<file path="src/rtl/otter_csr_int_if.sv">
// Bus between the OTTER control path and the machine-mode CSR / interrupt block.
// The controller side drives requests; the CSR block answers with read data and interrupt flags.
interface otter_csr_int_if;
    logic        CSR_INT_IN;
    logic        CSR_intCLR;
    logic        CSR_intTaken;
    logic        CSR_WE;
    logic        CSR_MRET;
    logic [11:0] CSR_ADDR;
    logic [31:0] CSR_WD;
    logic [31:0] CSR_PC;
    logic [31:0] CSR_RD;
    logic [31:0] CSR_MTVEC;
    logic [31:0] CSR_MEPC;
    logic        CSR_INT;
    logic        CSR_prevINT;

    modport master (
        output CSR_INT_IN, CSR_intCLR, CSR_intTaken, CSR_WE, CSR_MRET,
        output CSR_ADDR, CSR_WD, CSR_PC,
        input  CSR_RD, CSR_MTVEC, CSR_MEPC, CSR_INT, CSR_prevINT
    );

    modport slave (
        input  CSR_INT_IN, CSR_intCLR, CSR_intTaken, CSR_WE, CSR_MRET,
        input  CSR_ADDR, CSR_WD, CSR_PC,
        output CSR_RD, CSR_MTVEC, CSR_MEPC, CSR_INT, CSR_prevINT
    );
endinterface

</file>
<file path="src/rtl/otter_csr_int.sv">
// Machine-mode CSR file (mstatus, mtvec, mepc, mcause) and interrupt gating/pending latch
// for the multicycle OTTER core.
module otter_csr_int #(
    parameter logic [31:0] MTVEC_RESET = 32'h0000_0000
) (
    input logic            CSR_CLK,
    input logic            CSR_RESET,
    otter_csr_int_if.slave bus
);
    localparam logic [11:0] AddrMstatus = 12'h300;
    localparam logic [11:0] AddrMtvec   = 12'h305;
    localparam logic [11:0] AddrMepc    = 12'h341;
    localparam logic [11:0] AddrMcause  = 12'h342;
    localparam logic [31:0] CauseExtInt = 32'h8000_000B;

    logic        mie_q, mie_d;
    logic        mpie_q, mpie_d;
    logic [31:0] mtvec_q, mtvec_d;
    logic [31:0] mepc_q, mepc_d;
    logic [31:0] mcause_q, mcause_d;
    logic        pend_q, pend_d;
    logic        int_req;

    assign int_req = bus.CSR_INT_IN & mie_q;

    // Later assignments override earlier ones: intTaken > MRET > software write.
    always_comb begin
        mie_d    = mie_q;
        mpie_d   = mpie_q;
        mtvec_d  = mtvec_q;
        mepc_d   = mepc_q;
        mcause_d = mcause_q;

        if (bus.CSR_WE) begin
            case (bus.CSR_ADDR)
                AddrMstatus: begin
                    mie_d  = bus.CSR_WD[3];
                    mpie_d = bus.CSR_WD[7];
                end
                AddrMtvec:  mtvec_d  = {bus.CSR_WD[31:2], 2'b00};
                AddrMepc:   mepc_d   = {bus.CSR_WD[31:2], 2'b00};
                AddrMcause: mcause_d = bus.CSR_WD;
                default: ;
            endcase
        end

        if (bus.CSR_MRET) begin
            mie_d  = mpie_q;
            mpie_d = 1'b1;
        end

        if (bus.CSR_intTaken) begin
            mepc_d   = bus.CSR_PC;
            mcause_d = CauseExtInt;
            mpie_d   = mie_q;
            mie_d    = 1'b0;
        end
    end

    // An interrupt coinciding with the clear is not latched; the FSM sees CSR_INT directly.
    always_comb begin
        pend_d = pend_q;
        if (bus.CSR_intCLR) begin
            pend_d = 1'b0;
        end else if (int_req) begin
            pend_d = 1'b1;
        end
    end

    always_ff @(posedge CSR_CLK) begin
        if (CSR_RESET) begin
            mie_q    <= 1'b0;
            mpie_q   <= 1'b0;
            mtvec_q  <= {MTVEC_RESET[31:2], 2'b00};
            mepc_q   <= 32'h0;
            mcause_q <= 32'h0;
            pend_q   <= 1'b0;
        end else begin
            mie_q    <= mie_d;
            mpie_q   <= mpie_d;
            mtvec_q  <= mtvec_d;
            mepc_q   <= mepc_d;
            mcause_q <= mcause_d;
            pend_q   <= pend_d;
        end
    end

    always_comb begin
        bus.CSR_RD = 32'h0;
        case (bus.CSR_ADDR)
            AddrMstatus: bus.CSR_RD = {24'h0, mpie_q, 3'b000, mie_q, 3'b000};
            AddrMtvec:   bus.CSR_RD = mtvec_q;
            AddrMepc:    bus.CSR_RD = mepc_q;
            AddrMcause:  bus.CSR_RD = mcause_q;
            default: ;
        endcase
    end

    assign bus.CSR_MTVEC   = mtvec_q;
    assign bus.CSR_MEPC    = mepc_q;
    assign bus.CSR_INT     = int_req;
    assign bus.CSR_prevINT = pend_q;
endmodule
</file>
<file path="src/flat_wrapper.sv">
// flat-port wrapper written by rule: the top's interface ports become plain ports
module otter_csr_int_flat 
#(
    parameter logic [31:0] MTVEC_RESET = 32'h0000_0000
)
  (CSR_CLK, CSR_RESET, bus_CSR_INT_IN, bus_CSR_intCLR, bus_CSR_intTaken, bus_CSR_WE, bus_CSR_MRET, bus_CSR_ADDR, bus_CSR_WD, bus_CSR_PC, bus_CSR_RD, bus_CSR_MTVEC, bus_CSR_MEPC, bus_CSR_INT, bus_CSR_prevINT);
  otter_csr_int_if bus_i ();
  input logic CSR_CLK;
  input logic CSR_RESET;
  input wire logic [$bits(bus_i.CSR_INT_IN)-1:0] bus_CSR_INT_IN;
  input wire logic [$bits(bus_i.CSR_intCLR)-1:0] bus_CSR_intCLR;
  input wire logic [$bits(bus_i.CSR_intTaken)-1:0] bus_CSR_intTaken;
  input wire logic [$bits(bus_i.CSR_WE)-1:0] bus_CSR_WE;
  input wire logic [$bits(bus_i.CSR_MRET)-1:0] bus_CSR_MRET;
  input wire logic [$bits(bus_i.CSR_ADDR)-1:0] bus_CSR_ADDR;
  input wire logic [$bits(bus_i.CSR_WD)-1:0] bus_CSR_WD;
  input wire logic [$bits(bus_i.CSR_PC)-1:0] bus_CSR_PC;
  output wire logic [$bits(bus_i.CSR_RD)-1:0] bus_CSR_RD;
  output wire logic [$bits(bus_i.CSR_MTVEC)-1:0] bus_CSR_MTVEC;
  output wire logic [$bits(bus_i.CSR_MEPC)-1:0] bus_CSR_MEPC;
  output wire logic [$bits(bus_i.CSR_INT)-1:0] bus_CSR_INT;
  output wire logic [$bits(bus_i.CSR_prevINT)-1:0] bus_CSR_prevINT;
  assign bus_i.CSR_INT_IN = bus_CSR_INT_IN;
  assign bus_i.CSR_intCLR = bus_CSR_intCLR;
  assign bus_i.CSR_intTaken = bus_CSR_intTaken;
  assign bus_i.CSR_WE = bus_CSR_WE;
  assign bus_i.CSR_MRET = bus_CSR_MRET;
  assign bus_i.CSR_ADDR = bus_CSR_ADDR;
  assign bus_i.CSR_WD = bus_CSR_WD;
  assign bus_i.CSR_PC = bus_CSR_PC;
  assign bus_CSR_RD = bus_i.CSR_RD;
  assign bus_CSR_MTVEC = bus_i.CSR_MTVEC;
  assign bus_CSR_MEPC = bus_i.CSR_MEPC;
  assign bus_CSR_INT = bus_i.CSR_INT;
  assign bus_CSR_prevINT = bus_i.CSR_prevINT;
  otter_csr_int #(.MTVEC_RESET(MTVEC_RESET)) u_core (.CSR_CLK(CSR_CLK), .CSR_RESET(CSR_RESET), .bus(bus_i));
endmodule
</file>
<file path="config.mk">
export PLATFORM = sky130hd
export DESIGN_NAME = otter_csr_int_flat
export DESIGN_NICKNAME = d
export VERILOG_FILES = /design/src/rtl/otter_csr_int_if.sv /design/src/rtl/otter_csr_int.sv /design/src/flat_wrapper.sv
export SDC_FILE = /design/constraint.sdc
export NUM_CORES = 1
export LEC_CHECK = 0
export CORE_MARGIN = 1
export CORE_UTILIZATION = 38
export CTS_BUF_LIST = sky130_fd_sc_hd__clkbuf_8
export CTS_CLUSTER_DIAMETER = 80
export DETAILED_ROUTE_END_ITERATION = 7
export GPL_TIMING_DRIVEN = 0
export PLACE_DENSITY = 0.81
export RECOVER_POWER = 25
export SKIP_CTS_REPAIR_TIMING = 1
export SYNTH_ARGS = -nofsm -noshare
export SYNTH_HDL_FRONTEND = slang
export SYNTH_SLANG_ARGS = --single-unit
</file>
<file path="constraint.sdc">
create_clock -name CSR_CLK -period 2.15 [get_ports CSR_CLK]
set_clock_uncertainty 0.05 [all_clocks]
set_input_delay 0.5375 -clock CSR_CLK [delete_from_list [all_inputs] [get_ports CSR_CLK]]
set_output_delay 0.5375 -clock CSR_CLK [all_outputs]
set_load 0.005 [all_outputs]
</file>
==> results of run 1 <==
-- synthesized netlist by cell type, types with 2 or more instances --
cell type / instances / area (sq um)
a21oi_1: 60 / 300
a22oi_1: 30 / 225
a311oi_1: 30 / 263
a31oi_1: 5 / 31.3
a32o_1: 2 / 20.0
a32oi_1: 2 / 17.5
and2_1: 2 / 12.5
and4bb_2: 2 / 25.0
buf_2: 9 / 45.0
buf_4: 5 / 37.5
buf_6: 3 / 33.8
clkbuf_1: 33 / 124
clkbuf_2: 2 / 10.0
dfxtp_1: 97 / 1940
mux2i_1: 2 / 20.0
nand2_1: 217 / 815
nand3_1: 2 / 10.0
nand4_1: 4 / 25.0
nor2_1: 33 / 124
nor2b_1: 2 / 12.5
nor4bb_1: 2 / 20.0
o21ai_0: 28 / 140
or4_1: 2 / 15.0
-- worst max-delay path, cell delays in order --
cell and delay [ns]:
dlymetal6s2s_1 0.09, nor4bb_4 0.36, buf_6 0.17, and2_4 0.16, nand3b_4 0.14, clkbuf_16 0.18, buf_8 0.12, buf_6 0.11
o21ai_4 0.13, clkbuf_2 0.12
-- cell families after synthesis --
group | count (synthesis) | synth area share
simple gates | 277 | 0.264
mux | 2 | 0.00455
buf+inv | 54 | 0.0586
compound gates | 159 | 0.230
flops | 97 | 0.442
other cells | 1 | 0.000853
-- power groups by stage --
| stage | Clock, uW | Sequential (uW) | Combinational, uW |
|---|---|---|---|
| after global routing | 1190 | 1890 | 523 |
| after floorplan | 0 | 1920 | 145 |
| after global placement | 0 | 1920 | 459 |
| after detailed placement | 0 | 1930 | 469 |
| after CTS | 1100 | 1880 | 472 |
| final | 1120 | 1890 | 494 |
-- stage by stage --
step	power, uW	utilization	std cells	TNS, ns	area, sq um
2_1_floorplan	2060	-	591	-1.39	4550
5_1_grt	3600	0.640	963	-17.55	7090
6_report	3500	0.640	963	-15.17	7090
3_3_place_gp	2380	0.587	908	-97.37	6500
3_5_place_dp	2390	0.587	908	-101.13	6500
4_1_cts	3450	0.602	924	-64.84	6670
-- sequential cells by signal, indices dropped and copies added, names as in the netlist --
name / count
u_core.mcause_q: 32
u_core.bus.CSR_prevINT: 1
u_core.mie_q: 1
u_core.mpie_q: 1
u_core.bus.CSR_MTVEC: 30
u_core.bus.CSR_MEPC: 32
-- final cells by class --
class	instances	area (sq um)	share of cell area
plain buffers	51	340	0.0480
clock inverters	5	22.5	0.00318
flip-flops and latches	97	1940	0.274
inverters	2	7.51	0.00106
diodes	1	2.50	0.000353
clock buffers	11	151	0.0213
multi-input cells	441	2410	0.339
well taps	140	175	0.0247
repair buffers	215	2040	0.288
-- how the worst min path moves through the flow --
stage	from	to	cells past startpoint
floorplan	u_core.mcause_q[7]	u_core.mcause_q[7]	2
global placement	u_core.mcause_q[14]	u_core.mcause_q[14]	2
detailed placement	u_core.mcause_q[5]	u_core.mcause_q[5]	2
CTS	u_core.mcause_q[4]	u_core.mcause_q[4]	2
global route	u_core.mcause_q[13]	u_core.mcause_q[13]	2
finish	u_core.mcause_q[13]	u_core.mcause_q[13]	2
-- metal layers --
layer | vias up | track usage
li1 | 2486 | -
met1 | 2565 | 0.357
met2 | 357 | 0.471
met3 | 46 | 0.0474
met4 | 0 | 0.132
met5 | - | 0
==> impl_metrics.py, run 1 <==
metrics = {
    "power_and_ir_drop": {
        "ir_drop_uv": 358,
        "seqPwrFrac": 0.539,
        "leakage_uw": 0.00273,
        "combPwrFrac": 0.141,
        "power.internal_uw": 2580,
        "power.density_mw_per_mm2": 493,
        "power_switching_share": 0.261,
        "p_sw_uw": 914,
        "pwr-share-clk": 0.320,
    },
    "sta": {
        "post-route-period-util": 1.26,
        "finalHoldViolCount": 0,
        "worst_slew_pin_slew_ns": 0.773,
        "min_period_ns": 2.72,
        "slew_viol_final": 0,
        "setup_violations": 35,
        "rsz0062_at_grt": "true",
        "timing.max_slew.rel_slack": 0.485,
        "layout_setup_ws_ns": -0.566,
        "whs_ns": 0.406,
        "max_freq_mhz": 368,
    },
    "synth": {
        "seq_area_frac_synth": 0.442,
        "synth.avg_cell_area_sq_um": 7.45,
        "synth_area_sq_mm": 0.00440,
        "synth_edf_count": 0,
        "synth-seq-cells": 97,
        "yosysWarningCount": 0,
        "synthArstFlopShare": 0,
        "ys.flop_type": "dfxtp_1",
        "ys_types": 39,
        "synthCells": 590,
    },
    "routing": {
        "wirelength_microns": 18400,
        "via_count": 5454,
        "viasPerCell": 5.66,
        "wl_met2_microns": 8800,
        "wl_met1_microns": 7220,
        "antenna_left": 0,
        "wl_per_cell_microns": 19.1,
        "first_pass_iters": 5,
        "drt_iter0_markers": 487,
        "wl_met3_microns": 1800,
        "drc_errors": 0,
        "top_layer_used": "met4",
    },
    "floorplanning": {
        "io_pins": 181,
        "core_sq_mm": 0.0111,
        "initial_core_util": 0.397,
        "rows": 38,
        "die_x_microns": 110,
        "die_h_microns": 110,
        "dieArea_sq_mm": 0.0120,
    },
    "clock_tree": {
        "cts_tree": "built",
        "cts_htree_levels": 3,
        "clkTransAtPathRegs_ns": 0.09,
        "clock-sinks": 97,
        "cts-root-buf": "clkbuf_8",
        "clk_latency_ns": 0.37,
        "cts_buffer_depth": 2,
        "numCtsBuffers": 9,
    },
    "grt": {
        "gr-usage-all-layers": 0.283,
        "grt_start_max_net_pins": 15,
        "grt_overflow_total": 0,
        "grt_pass1_wl_microns": 25600,
        "grt_pass1_vias": 5064,
        "antenna_found_initial": 1,
    },
    "worst_setup_path": {
        "crit_start": "bus_CSR_ADDR[9]",
        "endpoint": "bus_CSR_RD[5]",
        "ff2ff_setup_slack_ns": 1.23,
        "critPathMaxFanout": 5,
        "cp.required_ns": 1.56,
        "cp-end-kind": "output pin",
        "worst-setup-path-type": "in2out",
        "cp-start-kind": "input pin",
        "critPathArrivalTime_ns": 2.13,
        "critical_path.reg2reg.startpoint": "u_core.bus.CSR_MEPC[27]",
        "reg2regPathDepth": 2,
        "reg2reg_to": "u_core.bus.CSR_MEPC[27]",
    },
    "placed_design": {
        "pre_cts_slack_ns": -1.44,
        "port_buffers": 177,
        "dp_hpwl_microns": 12200,
        "gp_congestion": 0.882,
    },
    "cells_and_area": {
        "final_cell_mix": "nand2_1, clkdlybuf4s50_1, dfxtp_1",
        "drive_above_1_share": 0.203,
        "final_common_cell": "nand2_1",
        "nets": 900,
        "area_delta_synth_final_pct": 61.3,
        "fillers": 992,
    },
    "job": {
        "drv_cap": 0,
    },
    "status": {
        "status": "complete, but fails checks",
        "failed_checks": "negative setup slack",
    },
    "worst_hold_path": {
        "min_path_type": "reg2reg",
    },
}
Note: power is estimated with default switching activity, not from simulation.
==> run 2: changes to the inputs <==
--- a/constraint.sdc
+++ b/constraint.sdc
@@ -4,2 +4,2 @@
 set_output_delay 0.5375 -clock CSR_CLK [all_outputs]
-set_load 0.005 [all_outputs]
+set_load 0.05 [all_outputs]
==> impl_metrics.py, run 2 (synthesis gave the netlist of run 1 again) <==
metrics = {
    "status": {
        "status": "complete, but fails checks",
        "failed_checks": "negative setup slack",
    },
    "cells_and_area": {
        "nets": 872,
        "seqCellArea_sq_mm": 0.00194,
        "final_common_cell": "nand2_1",
        "final_cell_mix": "nand2_1, dfxtp_1, clkdlybuf4s50_1",
        "final_area_sq_mm": 0.00694,
        "area_delta_synth_final_pct": 57.9,
        "fillers": 1008,
        "n_antenna_cell": 0,
        "drive_above_1_share": 0.179,
        "layoutNonFillerInstCount": 934,
        "multi_input_area_sq_mm": 0.00256,
    },
    "floorplanning": {
        "rows": 38,
        "die_x_microns": 110,
        "core_sq_mm": 0.0111,
        "initial_core_util": 0.397,
        "dieArea_sq_mm": 0.0120,
        "die_h_microns": 110,
        "io_pins": 181,
    },
    "sta": {
        "layout_setup_ws_ns": -0.541,
        "setup_violations": 33,
        "finalHoldViolCount": 0,
        "max_freq_mhz": 372,
        "post-route-period-util": 1.25,
        "slew_viol_final": 0,
        "min_period_ns": 2.69,
        "rsz0062_at_grt": "true",
        "whs_ns": 0.406,
        "timing.max_slew.rel_slack": 0.527,
        "worst_slew_pin_slew_ns": 0.710,
    },
    "power_and_ir_drop": {
        "p_total_uw": 3630,
        "power.density_mw_per_mm2": 522,
        "leakage_uw": 0.00287,
        "ir_drop_uv": 411,
    },
    "placed_design": {
        "dp_hpwl_microns": 12200,
        "place_inst": 908,
        "place_area_sq_mm": 0.00667,
        "pre_cts_slack_ns": -1.83,
        "gp_congestion": 0.863,
        "port_buffers": 177,
    },
    "worst_setup_path": {
        "worst-setup-path-type": "in2out",
        "reg2regPathDepth": 2,
        "cp-end-kind": "output pin",
        "crit_slowest_cell": "nor4_4",
        "crit_start": "bus_CSR_ADDR[5]",
        "cp.required_ns": 1.56,
        "critPathArrivalTime_ns": 2.10,
        "critPathMaxFanout": 6,
        "critical_path.reg2reg.startpoint": "u_core.bus.CSR_MEPC[17]",
        "cp-start-kind": "input pin",
        "path_cells": "clkbuf_2 > nor4_4 > buf_4 > and2_4 > nand3b_4 > clkbuf_16 > o21ai_4 > buf_6",
        "critPathMaxStageDelay_ns": 0.34,
    },
    "worst_hold_path": {
        "hp-start": "u_core.mcause_q[21]",
        "min_path_type": "reg2reg",
        "hold_depth": 2,
    },
    "clock_tree": {
        "cts_buffer_depth": 2,
        "cts_tree": "built",
        "clkTransAtPathRegs_ns": 0.10,
        "clk_latency_ns": 0.35,
        "numCtsBuffers": 9,
        "cts-root-buf": "clkbuf_8",
        "cts_htree_levels": 3,
        "clock-sinks": 97,
    },
    "job": {
        "drv_cap": 0,
    },
    "routing": {
        "antenna_left": 0,
        "viasPerCell": 5.64,
        "wirelength_microns": 17600,
        "first_pass_iters": 5,
        "wl_per_cell_microns": 18.8,
        "drt_iter0_markers": 417,
        "drc_errors": 0,
        "via_count": 5270,
    },
    "grt": {
        "antenna_found_initial": 0,
        "grt_pass1_wl_microns": 25500,
        "grt_start_max_net_pins": 19,
        "grt_overflow_total": 0,
        "gr-usage-all-layers": 0.282,
        "grt_pass1_vias": 5007,
    },
}
==> run 2: final timing paths <==
| path | end | slack [ns] |
|---|---|---|
| worst max-delay path | bus_CSR_RD[2] | -0.54 |
| worst min-delay path | u_core.mcause_q[21] | 0.41 |
| worst max register to register | u_core.bus.CSR_MEPC[17] | 1.20 |
| worst min register to register | u_core.mcause_q[21] | 0.41 |
==> run 2: cell type report <==
cell class,instances,area share
clock inverter,7,0.00847
buffer,51,0.0470
inverter,2,0.00108
tap,140,0.0252
sequential,97,0.280
timing repair buffer,188,0.251
multi-input combinational,440,0.369
clock buffer,9,0.0178
==> run 2: through the flow <==
step	TNS, ns	util
3_3_place_gp	-104.70	0.602
4_1_cts	-70.17	0.618
3_5_place_dp	-104.28	0.602
2_1_floorplan	-10.56	-
5_1_grt	-15.93	0.627
6_report	-15.01	0.627
==> run 2: per-layer routing <==
metal  global-route usage  share of wire
met1                0.353           0.40
met2                0.465           0.48
met3               0.0622          0.088
met4                0.121          0.027
met5                    0              0
==> run 2: worst max-delay path, delay by kind of cell <==
kind / cells / cell delay [ns]
buffers and inverters: 4 / 0.71
AOI/OAI and AO/OA: 1 / 0.16
and+or+nand+nor: 3 / 0.69
==> run 2: where the power goes <==
group	internal (uW)	leakage, uW	switching, uW	total, uW
sequential	1840	0.000791	41.8	1890
clock	442	0.0000925	691	1130
combinational	231	0.00198	375	607
total	2520	0.00287	1110	3630
==> run 3: changes to the inputs <==
- CORE_UTILIZATION: 38 -> 35
- CTS_BUF_LIST: sky130_fd_sc_hd__clkbuf_8 -> unset
- PLACE_DENSITY: 0.81 -> 0.76
==> impl_metrics.py, run 3 (synthesis gave the netlist of run 1 again) <==
metrics = {
    "sta": {
        "tns_ns": -13.95,
        "post-route-period-util": 1.23,
        "timing.max_slew.rel_slack": 0.517,
        "worst_slew_pin_slew_ns": 0.724,
        "finalHoldViolCount": 0,
        "slew_viol_final": 0,
        "max_freq_mhz": 377,
        "setup_violations": 46,
        "rsz0062_at_grt": "true",
        "layout_setup_ws_ns": -0.503,
        "min_period_ns": 2.65,
    },
    "worst_setup_path": {
        "cp-end-kind": "output pin",
        "critPathMaxFanout": 5,
        "ff2ff_setup_slack_ns": 1.24,
        "cp.required_ns": 1.56,
        "critical_path.reg2reg.startpoint": "u_core.bus.CSR_MEPC[9]",
        "worst-setup-path-type": "in2out",
        "endpoint": "bus_CSR_RD[7]",
        "critPathArrivalTime_ns": 2.07,
        "cp-start-kind": "input pin",
        "reg2regPathDepth": 2,
        "crit_start": "bus_CSR_ADDR[10]",
        "reg2reg_to": "u_core.bus.CSR_MEPC[9]",
    },
    "cells_and_area": {
        "nets": 873,
        "drive_above_1_share": 0.182,
        "final_common_cell": "nand2_1",
        "area_delta_synth_final_pct": 64.0,
        "seqCellArea_sq_mm": 0.00194,
        "fillers": 1120,
        "post-route-util": 0.595,
        "final_area_sq_mm": 0.00721,
        "final_cell_mix": "nand2_1, clkdlybuf4s50_1, dfxtp_1",
        "multi_input_area_sq_mm": 0.00259,
    },
    "routing": {
        "via_count": 5311,
        "first_pass_iters": 5,
        "viasPerCell": 5.52,
        "wl_per_cell_microns": 19.1,
        "drt_iter0_markers": 472,
        "drc_errors": 0,
        "wirelength_microns": 18400,
        "antenna_left": 0,
    },
    "clock_tree": {
        "cts-root-buf": "clkbuf_16",
        "cts_tree": "built",
        "clock-sinks": 97,
        "clkTransAtPathRegs_ns": 0.06,
        "clk_latency_ns": 0.34,
        "cts_buffer_depth": 2,
        "numCtsBuffers": 9,
        "cts_htree_levels": 3,
    },
    "grt": {
        "antenna_found_initial": 2,
        "gr-usage-all-layers": 0.269,
        "grt_pass1_vias": 5181,
        "grt_overflow_total": 0,
        "grt_pass1_wl_microns": 26700,
        "grt_start_max_net_pins": 14,
    },
    "power_and_ir_drop": {
        "leakage_uw": 0.00256,
        "power.internal_uw": 2940,
        "pwr-share-clk": 0.371,
        "seqPwrFrac": 0.471,
        "power_switching_share": 0.267,
        "power.density_mw_per_mm2": 556,
        "p_sw_uw": 1070,
        "ir_drop_uv": 351,
        "combPwrFrac": 0.158,
    },
    "placed_design": {
        "place_area_sq_mm": 0.00670,
        "gp_congestion": 0.860,
        "dp_hpwl_microns": 12500,
        "port_buffers": 177,
        "pre_cts_slack_ns": -1.89,
    },
    "floorplanning": {
        "io_pins": 181,
        "rows": 40,
        "die_x_microns": 114,
        "initial_core_util": 0.363,
        "dieArea_sq_mm": 0.0130,
        "core_sq_mm": 0.0121,
        "die_h_microns": 114,
    },
    "status": {
        "status": "complete, but fails checks",
        "failed_checks": "negative setup slack",
    },
    "job": {
        "drv_cap": 0,
    },
    "worst_hold_path": {
        "min_path_type": "reg2reg",
    },
}
==> run 3: layout make-up <==
cell class / count / share of cell area
clock buffers: 14 / 0.0366
multi-input cells: 440 / 0.359
inverters: 2 / 0.00104
repair buffers: 189 / 0.257
flip-flops and latches: 97 / 0.269
well taps: 168 / 0.0292
plain buffers: 51 / 0.0476
diodes: 2 / 0.000694
==> run 3: how the worst min path moves through the flow <==
stage,start,to,cells after the start
floorplan,u_core.mcause_q[7],u_core.mcause_q[7],2
global placement,u_core.mcause_q[23],u_core.mcause_q[23],2
detailed placement,u_core.mcause_q[20],u_core.mcause_q[20],2
CTS,u_core.mcause_q[20],u_core.mcause_q[20],2
global route,u_core.mcause_q[13],u_core.mcause_q[13],2
finish,u_core.mcause_q[5],u_core.mcause_q[5],2
==> run 3: layer usage <==
| layer | track usage | vias to the layer above | wire [microns] |
|---|---|---|---|
| met5 | 0 | - | 0 |
| met4 | 0.131 | 0 | 529 |
| met3 | 0.0519 | 46 | 1600 |
| met2 | 0.451 | 317 | 8910 |
| met1 | 0.332 | 2518 | 7350 |
| li1 | - | 2430 | - |
==> run 3: worst max-delay path: stages <==
cell and delay (ns):
buf_6 0.09, nor4bb_4 0.34, buf_6 0.17, buf_4 0.13, nand2_4 0.05, or4_4 0.51
nand2_4 0.10, buf_8 0.14
==> run 3: per-stage QoR <==
step | cells | power (uW) | hold WS, ns
2_1_floorplan | 591 | 2220 | 0.381
3_3_place_gp | 936 | 2540 | 0.389
3_5_place_dp | 936 | 2550 | 0.393
4_1_cts | 950 | 4000 | 0.402
5_1_grt | 963 | 4110 | 0.426
6_report | 963 | 4010 | 0.401
==> run 3: power by group through the flow <==
stage | registers [uW] | logic (uW) | clock network [uW]
after floorplan | 2060 | 159 | 0
after global placement | 1920 | 618 | 0
after detailed placement | 1930 | 628 | 0
after CTS | 1890 | 630 | 1490
after global routing | 1890 | 661 | 1550
final | 1890 | 633 | 1490
